[config.mk]
export PLATFORM = sky130hd
export DESIGN_NAME = bus_transfer_unit
export DESIGN_NICKNAME = d
export VERILOG_FILES = /design/src/rtl/cpu_bus_pkg.sv /design/src/rtl/bus_alu4.sv /design/src/rtl/bus_transfer_unit.sv
export SDC_FILE = /design/constraint.sdc
export NUM_CORES = 1
export LEC_CHECK = 0
export CAP_MARGIN = 10
export CORE_MARGIN = 2
export CORE_UTILIZATION = 30
export DETAILED_ROUTE_END_ITERATION = 10
export RECOVER_POWER = 50
export SLEW_MARGIN = 20
export SYNTH_ARGS = -nofsm -noshare
export SYNTH_HDL_FRONTEND = slang
export SYNTH_SLANG_ARGS = --single-unit
[constraint.sdc]
create_clock -name clk -period 3 [get_ports clk]
set_input_delay 0.6 -clock clk [delete_from_list [all_inputs] [get_ports clk]]
set_output_delay 0.6 -clock clk [all_outputs]
set_load 0.005 [all_outputs]
[src/rtl/cpu_bus_pkg.sv]
// Shared encodings for the 4-bit CPU bus: bus mux opcodes, ALU ops,
// destination codes and the transfer-unit FSM state type.
package cpu_bus_pkg;

  localparam logic [2:0] BUS_SEL_SWITCH = 3'b000;
  localparam logic [2:0] BUS_SEL_ROUT   = 3'b011;
  localparam logic [2:0] BUS_SEL_CONST3 = 3'b101;
  localparam logic [2:0] BUS_SEL_IDLE   = 3'b111;

  typedef enum logic [1:0] {
    OP_MOV = 2'b00,
    OP_ADD = 2'b01,
    OP_SUB = 2'b10,
    OP_CLR = 2'b11
  } op_e;

  typedef enum logic [1:0] {
    DST_A    = 2'b00,
    DST_B    = 2'b01,
    DST_OUT  = 2'b10,
    DST_NONE = 2'b11
  } dst_e;

  typedef enum logic [1:0] {
    ST_IDLE  = 2'b00,
    ST_DRIVE = 2'b01,
    ST_LATCH = 2'b10,
    ST_DONE  = 2'b11
  } state_e;

endpackage

[src/rtl/bus_alu4.sv]
// Combinational ALU for the bus transfer unit: (op, dst, bus) -> (result, carry).
// Carry is the ADD carry-out or the SUB borrow; MOV and CLR clear it.
module bus_alu4
  import cpu_bus_pkg::*;
#(
  parameter int unsigned WIDTH = 4
) (
  input  op_e              op,
  input  logic [WIDTH-1:0] dst,
  input  logic [WIDTH-1:0] bus,
  output logic [WIDTH-1:0] result,
  output logic             carry
);

  logic [WIDTH:0] ext;

  always_comb begin
    ext = '0;
    unique case (op)
      OP_MOV:  ext = {1'b0, bus};
      OP_ADD:  ext = {1'b0, dst} + {1'b0, bus};
      // Borrow falls out of the extended subtraction as the top bit
      OP_SUB:  ext = {1'b0, dst} - {1'b0, bus};
      OP_CLR:  ext = '0;
      default: ext = '0;
    endcase
    result = ext[WIDTH-1:0];
    carry  = ext[WIDTH];
  end

endmodule

[src/rtl/bus_transfer_unit.sv]
// Sequenced bus consumer: drives a source opcode, waits a settle cycle, then
// captures (optionally combines) the bus value into A, B or OUT.
module bus_transfer_unit
  import cpu_bus_pkg::*;
#(
  parameter int unsigned WIDTH = 4
) (
  input  logic             clk,
  input  logic             rst,
  input  logic             start,
  input  logic [1:0]       op,
  input  logic [2:0]       src_sel,
  input  logic [1:0]       dst_sel,
  input  logic [WIDTH-1:0] bus_value,
  output logic [2:0]       bus_selector,
  output logic [WIDTH-1:0] reg_a,
  output logic [WIDTH-1:0] reg_b,
  output logic [WIDTH-1:0] rout_out,
  output logic             carry,
  output logic             zero,
  output logic             busy,
  output logic             done
);

  state_e           state_q, state_d;
  op_e              op_q, op_d;
  logic [2:0]       src_q, src_d;
  dst_e             dst_q, dst_d;
  logic [WIDTH-1:0] a_q, a_d, b_q, b_d, out_q, out_d;
  logic             carry_q, carry_d, zero_q, zero_d;
  logic [2:0]       sel_q, sel_d;
  logic             busy_q, busy_d, done_q, done_d;

  logic [WIDTH-1:0] operand;
  logic [WIDTH-1:0] alu_result;
  logic             alu_carry;

  always_comb begin
    operand = '0;
    unique case (dst_q)
      DST_A:    operand = a_q;
      DST_B:    operand = b_q;
      DST_OUT:  operand = out_q;
      DST_NONE: operand = '0;
      default:  operand = '0;
    endcase
  end

  bus_alu4 #(.WIDTH(WIDTH)) u_alu (
    .op     (op_q),
    .dst    (operand),
    .bus    (bus_value),
    .result (alu_result),
    .carry  (alu_carry)
  );

  always_comb begin
    state_d = state_q;
    op_d    = op_q;
    src_d   = src_q;
    dst_d   = dst_q;
    a_d     = a_q;
    b_d     = b_q;
    out_d   = out_q;
    carry_d = carry_q;
    zero_d  = zero_q;

    unique case (state_q)
      ST_IDLE: begin
        if (start) begin
          state_d = ST_DRIVE;
          op_d    = op_e'(op);
          src_d   = src_sel;
          dst_d   = dst_e'(dst_sel);
        end
      end
      ST_DRIVE: state_d = ST_LATCH;
      ST_LATCH: begin
        state_d = ST_DONE;
        unique case (dst_q)
          DST_A:    a_d   = alu_result;
          DST_B:    b_d   = alu_result;
          DST_OUT:  out_d = alu_result;
          default:  ;
        endcase
        carry_d = alu_carry;
        zero_d  = (alu_result == '0);
      end
      ST_DONE:  state_d = ST_IDLE;
      default:  state_d = ST_IDLE;
    endcase

    // Status outputs are registered from the next state so they line up with it
    busy_d = (state_d != ST_IDLE);
    done_d = (state_d == ST_DONE);
    if ((state_d == ST_DRIVE || state_d == ST_LATCH) && op_d != OP_CLR) sel_d = src_d;
    else                                                                sel_d = BUS_SEL_IDLE;
  end

  always_ff @(posedge clk or posedge rst) begin
    if (rst) begin
      state_q <= ST_IDLE;
      op_q    <= OP_MOV;
      src_q   <= BUS_SEL_IDLE;
      dst_q   <= DST_NONE;
      a_q     <= '0;
      b_q     <= '0;
      out_q   <= '0;
      carry_q <= 1'b0;
      zero_q  <= 1'b0;
      sel_q   <= BUS_SEL_IDLE;
      busy_q  <= 1'b0;
      done_q  <= 1'b0;
    end else begin
      state_q <= state_d;
      op_q    <= op_d;
      src_q   <= src_d;
      dst_q   <= dst_d;
      a_q     <= a_d;
      b_q     <= b_d;
      out_q   <= out_d;
      carry_q <= carry_d;
      zero_q  <= zero_d;
      sel_q   <= sel_d;
      busy_q  <= busy_d;
      done_q  <= done_d;
    end
  end

  assign bus_selector = sel_q;
  assign reg_a        = a_q;
  assign reg_b        = b_q;
  assign rout_out     = out_q;
  assign carry        = carry_q;
  assign zero         = zero_q;
  assign busy         = busy_q;
  assign done         = done_q;

endmodule
# Word level (Yosys, flattened, before mapping)
# Cells that the tools add are included.
[word_totals]
reg_bits = 28
inputBits = 14
output_inout_bits = 19
wordCells = 47
[op_classes]
n_addsub = 2
n_eq_ne = 13
n_mux = 9
n_reduce_logical = 11
[op_table]
columns = ["cell", "count"]
rows = [
  ["$pmux W5 S4", 1],
  ["$eq A2 B2 Y1 const B", 8],
  ["$pmux W4 S4", 1],
  ["$mux W3", 3],
  ["$eq A2 B1 Y1 const B", 4],
  ["$pmux W2 S4", 1],
  ["$reduce_and A2 Y1", 4],
  ["$logic_not A2 Y1", 3],
  ["$mux W2", 3],
  ["$add A4 B4 Y5", 1],
  ["$sub A4 B4 Y5", 1],
  ["$logic_not A4 Y1", 1],
  ["$ne A2 B2 Y1 const B", 1],
  ["$reduce_bool A2 Y1", 1],
  ["$logic_and A1 B1 Y1", 1],
  ["$logic_or A1 B1 Y1", 1],
]

# Logic depth before layout (Yosys ltp)
# Gate-level depths: netlist of run 1.
[depth]
depth_word = 6
depth_mapped = 10
ltp_nobuf = 9

# Modules after synthesis
# From an unflattened synthesis of run 1, not the netlist that was laid out.
[unflattened]
hier_cells = 130
hier_area_um2 = 1532.7
[modules_own_cells]
columns = ["module", "instances", "cells_per_inst", "area_each_um2", "seq_area_each_um2"]
rows = [
  ["bus_transfer_unit", 1, 87, 1223.7, 710.7],
  ["bus_alu4", 1, 43, 309.0, 0.0],
]

# Least setup slack after synthesis of run 1
# Ideal clock, no wire load.
[synth_timing]
path_kind = "reg2reg"
startpoint = "reg dst_q[0]"
endpoint = "reg zero_q, in the netlist zero"
setup_time_ns = 0.066
t_arrival_ns = 2.355
t_required_ns = 2.934
path_slack_ns = 0.578
path_stages_with_launch = 10
path_buffers = 1
synth_period_minus_slack_ns = 2.422
path_cell_list = "dfstp_2 -> clkbuf_1 -> and2b_1 -> a21oi_1 -> ha_1 -> fa_1 -> or2b_1 -> a32oi_2 -> and3_1 -> a41o_1"
[synth_via]
elab_chain_len = 5
word_cells_on_any_way = 9
classes_between = "2 x add/sub; 3 x eq/ne; 2 x mux; 2 x reduce/logical"
[synth_lines]
columns = ["element", "line_no", "source"]
rows = [
  ["start, declared", "bus_transfer_unit.sv:28", "dst_e dst_q, dst_d;"],
  ["start signal, assigned", "bus_transfer_unit.sv:118", "dst_q <= dst_d;"],
  ["$eq A2 B2 Y1 (tied with other cells)", "bus_transfer_unit.sv:40", "unique case (dst_q)"],
  ["$pmux W4 S4 (*)", "bus_transfer_unit.sv:40", ""],
  ["$sub A4 B4 Y5 / $add A4 B4 Y5 (equally long branches)", "bus_alu4.sv:23, bus_alu4.sv:21", ""],
  ["$pmux W5 S4 (*)", "bus_alu4.sv:19", "unique case (op)"],
  ["$logic_not A4 Y1 (*)", "bus_transfer_unit.sv:87", "zero_d = (alu_result == '0);"],
  ["end signal, assigned", "bus_transfer_unit.sv:123", "zero_q <= zero_d;"],
  ["end, declared", "bus_transfer_unit.sv:30", "logic carry_q, carry_d, zero_q, zero_d;"],
]
# Every way passes the cells marked *; elsewhere a longest branch is shown, timed or not.
# A chain may end at the register's enable or synchronous reset.

# Worst setup path in the final report of run 1
[layout_timing]
startpoint = "in bus_value[0]"
endpoint = "reg zero_q, in the netlist zero"
[layout_via]
elab_chain_len = 3
word_cells_on_any_way = 4
classes_between = "2 x add/sub; 1 x mux; 1 x reduce/logical"
[layout_lines]
columns = ["element", "line_no", "source"]
rows = [
  ["start, declared", "bus_transfer_unit.sv:14", "input logic [WIDTH-1:0] bus_value,"],
  ["$sub A4 B4 Y5 / $add A4 B4 Y5 (equally long branches)", "bus_alu4.sv:23, bus_alu4.sv:21", ""],
  ["$pmux W5 S4 (*)", "bus_alu4.sv:19", ""],
  ["$logic_not A4 Y1 (*)", "bus_transfer_unit.sv:87", ""],
]
# Marked as above.

==> impl_results.md, run 1 <==
* Register area at 711 um^2
* Vias post-DR at 1,118
* PortBufs at 32
* Crit path DAT at 2910 ps
* Worst slew pin tran at between 1000 and 1500 ps
* Clock transition at path regs at approximately 100 ps
* FF+latch count, synth at 28
* Met2 wire length at 1.38 mm
* Post-Syn Area per Cell at 10.3 um^2
* Main synth FF type: dfrtp_1
* All-Layer GR Usage at approximately an eighth
* R2r endpoint: zero
* CTS tree: yes
* Met1 wire length at ~1.6 mm
* FF-to-FF Start: dst_q[1]
* Synth cell types at 36
* Postcts setup bufs at 0
* Final GP Congestion at around 0.86
* Clock buffer depth at 2
* Max_cap viols at 0
* TritonRoute pass-1 iters at 4
* CTS Hold Bufs at 0
* Critical path class: in2reg
* P per Cell Area at between 1000 and 1500 mW/mm^2
* Max Fanout on Critical Path at 2
* Post-DR vias/cell at 4.44
* Status: finished, final reports clean
* Worst Clk Skew at 7.70 ps
* Die X-Extent at ~75 um
* Initial DRC count at 47
* Initial cell density of the core at about a third
* Crit. End Element: register
* Worst relative slew slack at 2.23%
* Antenna diode count at 0
* Mapped Cells at 147
* Post-Layout Cell Count at 252
* RSZ-0062 raised after global routing: false
* Core Footprint at between 0.004 and 0.005 mm^2
* R2R cell count at 8
* Critical path origin: bus_value[0]
* R2r setup slk at 460 ps
* Layout area overhead at 32.7%
* Final TNS setup at 0 ps
* Syn nets at 173
* Htree depth at 1
* Total grt overflow at 0
* Multi-input gate area at 724 um^2
* Max frequency at 370 MHz
* CP startpoint kind: input port
* Final Util at 41.8%
* Hold Crit Endpoint: carry
* Clock Sinks at 28
* WL met3 at 134 um
* Root Driver: clkbuf_8
* Clock power frac at 12.7%
* Cell total after placement at between 200 and 250
* Syn Std Cell Area at 0.00151 mm^2
* Antenna Nets Post-Route at 0
* Final layout net count at about 210
* Share of the cycle needed by the critical path after routing at 90.1%
* Power Total at 2.34 mW
* Fillers at 479
* First-pass GRT wire length at 5.11 mm
* Post-synth ARST share at 100%
* Dpl ws at 6.64 ps
* Seq/Total Area, Yosys at between 40% and 50%
* CP Data Required Time at ~3200 ps
* Clk_lat worst skew at 280 ps
* Most frequent cells in the layout: clkdlybuf4s50_1 (30), dfrtp_1 (20), inv_1 (15)
* Min Clock Period, post-route at 2700 ps
* Top sig layer: met4
* Sw Share at 37.9%
* WL final at 3.16 mm
* # DRC at 0
* Slack of the critical path at 298 ps
* Pins over their slew limit at 0
* Worst VDD drop at 440 uV
* Register share of total power at 30.8%
* Worst Hold Class: reg2reg
* Hold depth at 2
* Fin. Hold Viols at 0
* CTS resizes at 0
* HPWL Detailed at between 2 and 2.5 mm
* Hold_sp: carry
* Setup violators final at 0
* Layout cells sized above 1 at 14.1%
* Post-synth EDFFs at 0
* Core Rows at 25
* P_sw at ~0.89 mW
* Chip Height at 74.9 um
* Io pins at 33
* Initial antenna violation count at 0
* Yosys warnings at 0
* Leakage at approximately 0.89 nW
* Cts bufs inserted at 3
* Commonest non-fill, non-tap cell in the layout: clkdlybuf4s50_1
* Die area at 0.00561 mm^2
* Pint at 1.46 mW
* Vias in the first global route at 1,096
* Comb pwr share at between 50% and 60%
* Wirelength per Cell at 12.6 um
* Pin count of the biggest net entering global routing at 29
## how the worst max path moves through the flow
| stage | to | slack [ps] | cells past startpoint |
|---|---|---|---|
| 2_1_floorplan | zero | 580 | 9 |
| 3_3_place_gp | zero | 110 | 10 |
| 3_5_place_dp | zero | 7 | 10 |
| 4_1_cts | zero | 290 | 10 |
| 5_1_grt | zero | 190 | 10 |
| 6_report | zero | 300 | 10 |
## registers in the layout (all words and copies together), names as in the netlist
signal,flops
reg_a,4
reg_b,4
rout_out,4
bus_selector,3
src_q,3
dst_q,2
op_q,2
state_q,2
busy,1
carry,1
done,1
zero,1
## synth_stat cells, types with 2 or more instances
| master | n | area (um^2) |
|---|---|---|
| nand2_1 | 11 | 41.3 |
| a21o_1 | 2 | 15.0 |
| mux2_2 | 7 | 78.8 |
| o21ai_0 | 8 | 40.0 |
| ha_1 | 11 | 138 |
| a21oi_1 | 12 | 60.1 |
| nand3b_1 | 3 | 22.5 |
| nand2b_1 | 4 | 25.0 |
| inv_1 | 15 | 56.3 |
| nand3_1 | 4 | 20.0 |
| mux2i_1 | 5 | 50.1 |
| nor2_1 | 11 | 41.3 |
| and3_1 | 2 | 12.5 |
| dfstp_2 | 8 | 210 |
| buf_2 | 2 | 10.0 |
| dfrtp_1 | 20 | 500 |
| xnor2_1 | 2 | 17.5 |
| nor2b_1 | 2 | 12.5 |
## power groups by stage
stage | logic (mW) | registers [mW] | clock network, mW
floorplan | 0.867 | 0.690 | 0
global placement | 1.31 | 0.728 | 0
detailed placement | 1.33 | 0.730 | 0
CTS | 1.34 | 0.725 | 0.304
global route | 1.52 | 0.746 | 0.320
finish | 1.33 | 0.722 | 0.297
## final cells by class
| cell class | instances | share of cell area, % |
|---|---|---|
| repair buffers | 37 | 17.7 |
| well taps | 67 | 4.19 |
| clock inverters | 1 | 1.50 |
| flip-flops and latches | 28 | 35.5 |
| clock buffers | 3 | 2.06 |
| inverters | 15 | 2.81 |
| multi-input cells | 101 | 36.2 |
## routing by layer
| layer | global-route usage, % | vias up |
|---|---|---|
| met5 | 0 | - |
| met4 | 3.57 | 0 |
| met3 | 2.95 | 4 |
| met2 | 16.9 | 18 |
| met1 | 18.0 | 517 |
| li1 | - | 579 |
## critical path, stage by stage
cell and delay, ps:
clkdlybuf4s50_1 480, inv_1 50, ha_1 280, mux2i_1 200
inv_1 90, fa_1 410, or2b_1 260, a32oi_2 190
and3_1 180, a41o_1 170
## logic make-up (layout without fill, tap and decap cells)
logic type	count (synthesis)	after routing	share of synthesized area, %
muxes	12	12	8.55
DFF	28	28	47.1
and+or+nand+nor	47	47	16.6
adders and majority gates	12	12	10.5
AOI/OAI and AO/OA	28	28	11.5
buffers and inverters	18	56	4.65
xor gates and xnor gates	2	2	1.16
## through the flow
step	hold WS, ps	instance area [um^2]
2_1_floorplan	479	1510
6_report	492	2000
4_1_cts	499	2010
3_5_place_dp	476	1940
3_3_place_gp	472	1940
5_1_grt	539	2000
No activity file was read; power rests on OpenSTA's default activity.
==> inputs of run 2 (changes only) <==
- CORE_ASPECT_RATIO: unset -> 1.2
- CORE_UTILIZATION: 30 -> 50
- PLACE_DENSITY: unset -> 0.79
==> run 2 against run 1 <==
  * Worst hold slack better by 14 ps
  * Via count is 4.7% higher
  * Utilization increased by 25 points
  * Combinational power about the same
  * Clock power fell by 47%
  * Die area fell by 38%
  * Fmax about the same
  * Routed wire length decreased by 0.70%
  * Critical path depth unchanged
  * Largest cell class unchanged
  * Highest routed layer unchanged
==> impl_results.md, run 2 (synthesized netlist as in run 1, its figures left out) <==
* Status: finished, final reports clean
* CP Data Required Time at approximately 3300 ps
* CTS resizes at 0
* R2r setup slk at roughly 430 ps
* Initial antenna violation count at 0
* Commonest non-fill, non-tap cell in the layout: clkdlybuf4s50_1
* Most common cell on crit path: inv_1
* Pin count of the biggest net entering global routing at 27
* Wirelength per Cell at 14.4 um
* Fin. Hold Viols at 0
* Min Clock Period, post-route at between 2000 and 3000 ps
* Crit-path cells: clkdlybuf4s50_1 > inv_1 > ha_1 > mux2i_1 > inv_1 > fa_1 > or2b_1 > a32oi_2 > and3_1 > a41o_1
* First-pass GRT wire length at 5.32 mm
* Leakage at 0.868 nW
* Area after DPL at 0.00189 mm^2
* RSZ-0062 raised after global routing: false
* Die X-Extent at 54.1 um
* Core Rows at 21
* Worst relative slew slack at a little over a third
* Hold Slack at about 510 ps
* Cell total after placement at ~210
* Worst VDD drop at 724 uV
* CP startpoint kind: input port
* Clock Sinks at 28
* Most frequent cells in the layout: clkdlybuf4s50_1 (30), dfrtp_1 (20), inv_1 (15)
* Setup violators final at 0
* Pins over their slew limit at 0
* Critical path class: in2reg
* Design area at 0.00191 mm^2
* Instance count on the critical path at 10
* Htree depth at 1
* All-Layer GR Usage at 20.7%
* Crit. End Element: register
* Root Driver: clkbuf_4
* Max Fanout on Critical Path at 4
* Post-DR vias/cell at 5.37
* CTS tree: yes
* Clk_lat worst skew at 330 ps
* Worst slew pin tran at 978 ps
* Worst path slowest cell: clkdlybuf4s50_1
* HPWL Detailed at 2.46 mm
* Buf+Inv Stages, Crit Path at 3
* Postcts setup bufs at 0
* Max_cap viols at 0
* Worst Clk Skew at 17.9 ps
* Clock transition at path regs at 150 ps
* Antenna diode count at 0
* Layout area overhead at 26.5%
* Core Footprint at 0.00284 mm^2
* PortBufs at 32
* Layout cells sized above 1 at ~13%
* P per Cell Area at 1170 mW/mm^2
* Max frequency at roughly 370 MHz
* CP peak stage delay at 530 ps
* Final GP Congestion at 0.797
* Initial cell density of the core at 53.1%
* Power Total at 2.22 mW
* Final layout net count at between 200 and 250
* Cts bufs inserted at 3
* Share of the cycle needed by the critical path after routing at 90.2%
* R2R cell count at 8
* Crit path DAT at 2990 ps
* Initial DRC count at 26
* Io pins at 33
* WL final at 3.14 mm
* Chip Height at 64.2 um
* # DRC at 0
* Vias post-DR at 1,170
* TritonRoute pass-1 iters at 4
* Vias in the first global route at 1,173
* Hold depth at 2
* Worst Hold Class: reg2reg
* Delay-heaviest family, CP: adder cells
* CTS Hold Bufs at 0
* Post-Layout Cell Count at 218
* Die area at 0.00347 mm^2
* Antenna Nets Post-Route at 0
* Total grt overflow at 0
* Final Util at roughly two thirds
* Clock buffer depth at 2
## run 2: changes by cell type in the layout (fill, tap and decap cells not counted), sizes merged
cell    previous run  this run
bufinv             1         0
clkbuf             4         5
buf                4         3
## run 2: final cells by class
class                      instances  area, um^2
clock buffer                       4        26.3
fill                             237         931
inverter                          15        56.3
multi-input combinational        101         724
sequential                        28         711
tap                               34        42.5
timing repair buffer              36         347
## run 2: final timing paths
path	startpoint	to
setup / recovery	bus_value[1]	zero
hold / removal	carry	carry
setup reg to reg	dst_q[1]	zero
hold reg to reg	carry	carry
max in group asynchronous	rst	src_q[2]
min in group asynchronous	rst	reg_a[1]
## run 2: power by group
group          internal [mW]  leakage (nW)  switching, mW
clock                 0.0521        0.0150          0.106
combinational          0.679         0.528          0.662
sequential             0.593         0.326          0.132
total                   1.32         0.868          0.900
## run 2: layer usage
layer | wire length (um) | track usage (%) | vias to the layer above | share of wire, %
met5 | 0 | 0 | - | 0
met4 | 75 | 7.81 | 0 | 2.4
met1 | 1340 | 25.7 | 558 | 43
li1 | - | - | 573 | -
met3 | 153 | 3.97 | 8 | 4.9
met2 | 1570 | 34.6 | 31 | 50
## run 2: per-stage QoR
step / worst slack, ps / TNS, ps
after floorplan: 578 / 0
after global placement: 111 / 0
after detailed placement: -72.2 / -72.2
after CTS: 281 / 0
after global routing: 124 / 0
final: 295 / 0
## run 2: worst reg2reg max path, delay by kind of cell, from the launching register on
| kind | cells | cell delay (ps) |
|---|---|---|
| flip-flops | 1 | 680 |
| AND/OR/NAND/NOR | 3 | 670 |
| adder cells (fa/ha/maj) | 2 | 650 |
| AO/OA/AOI/OAI | 3 | 490 |
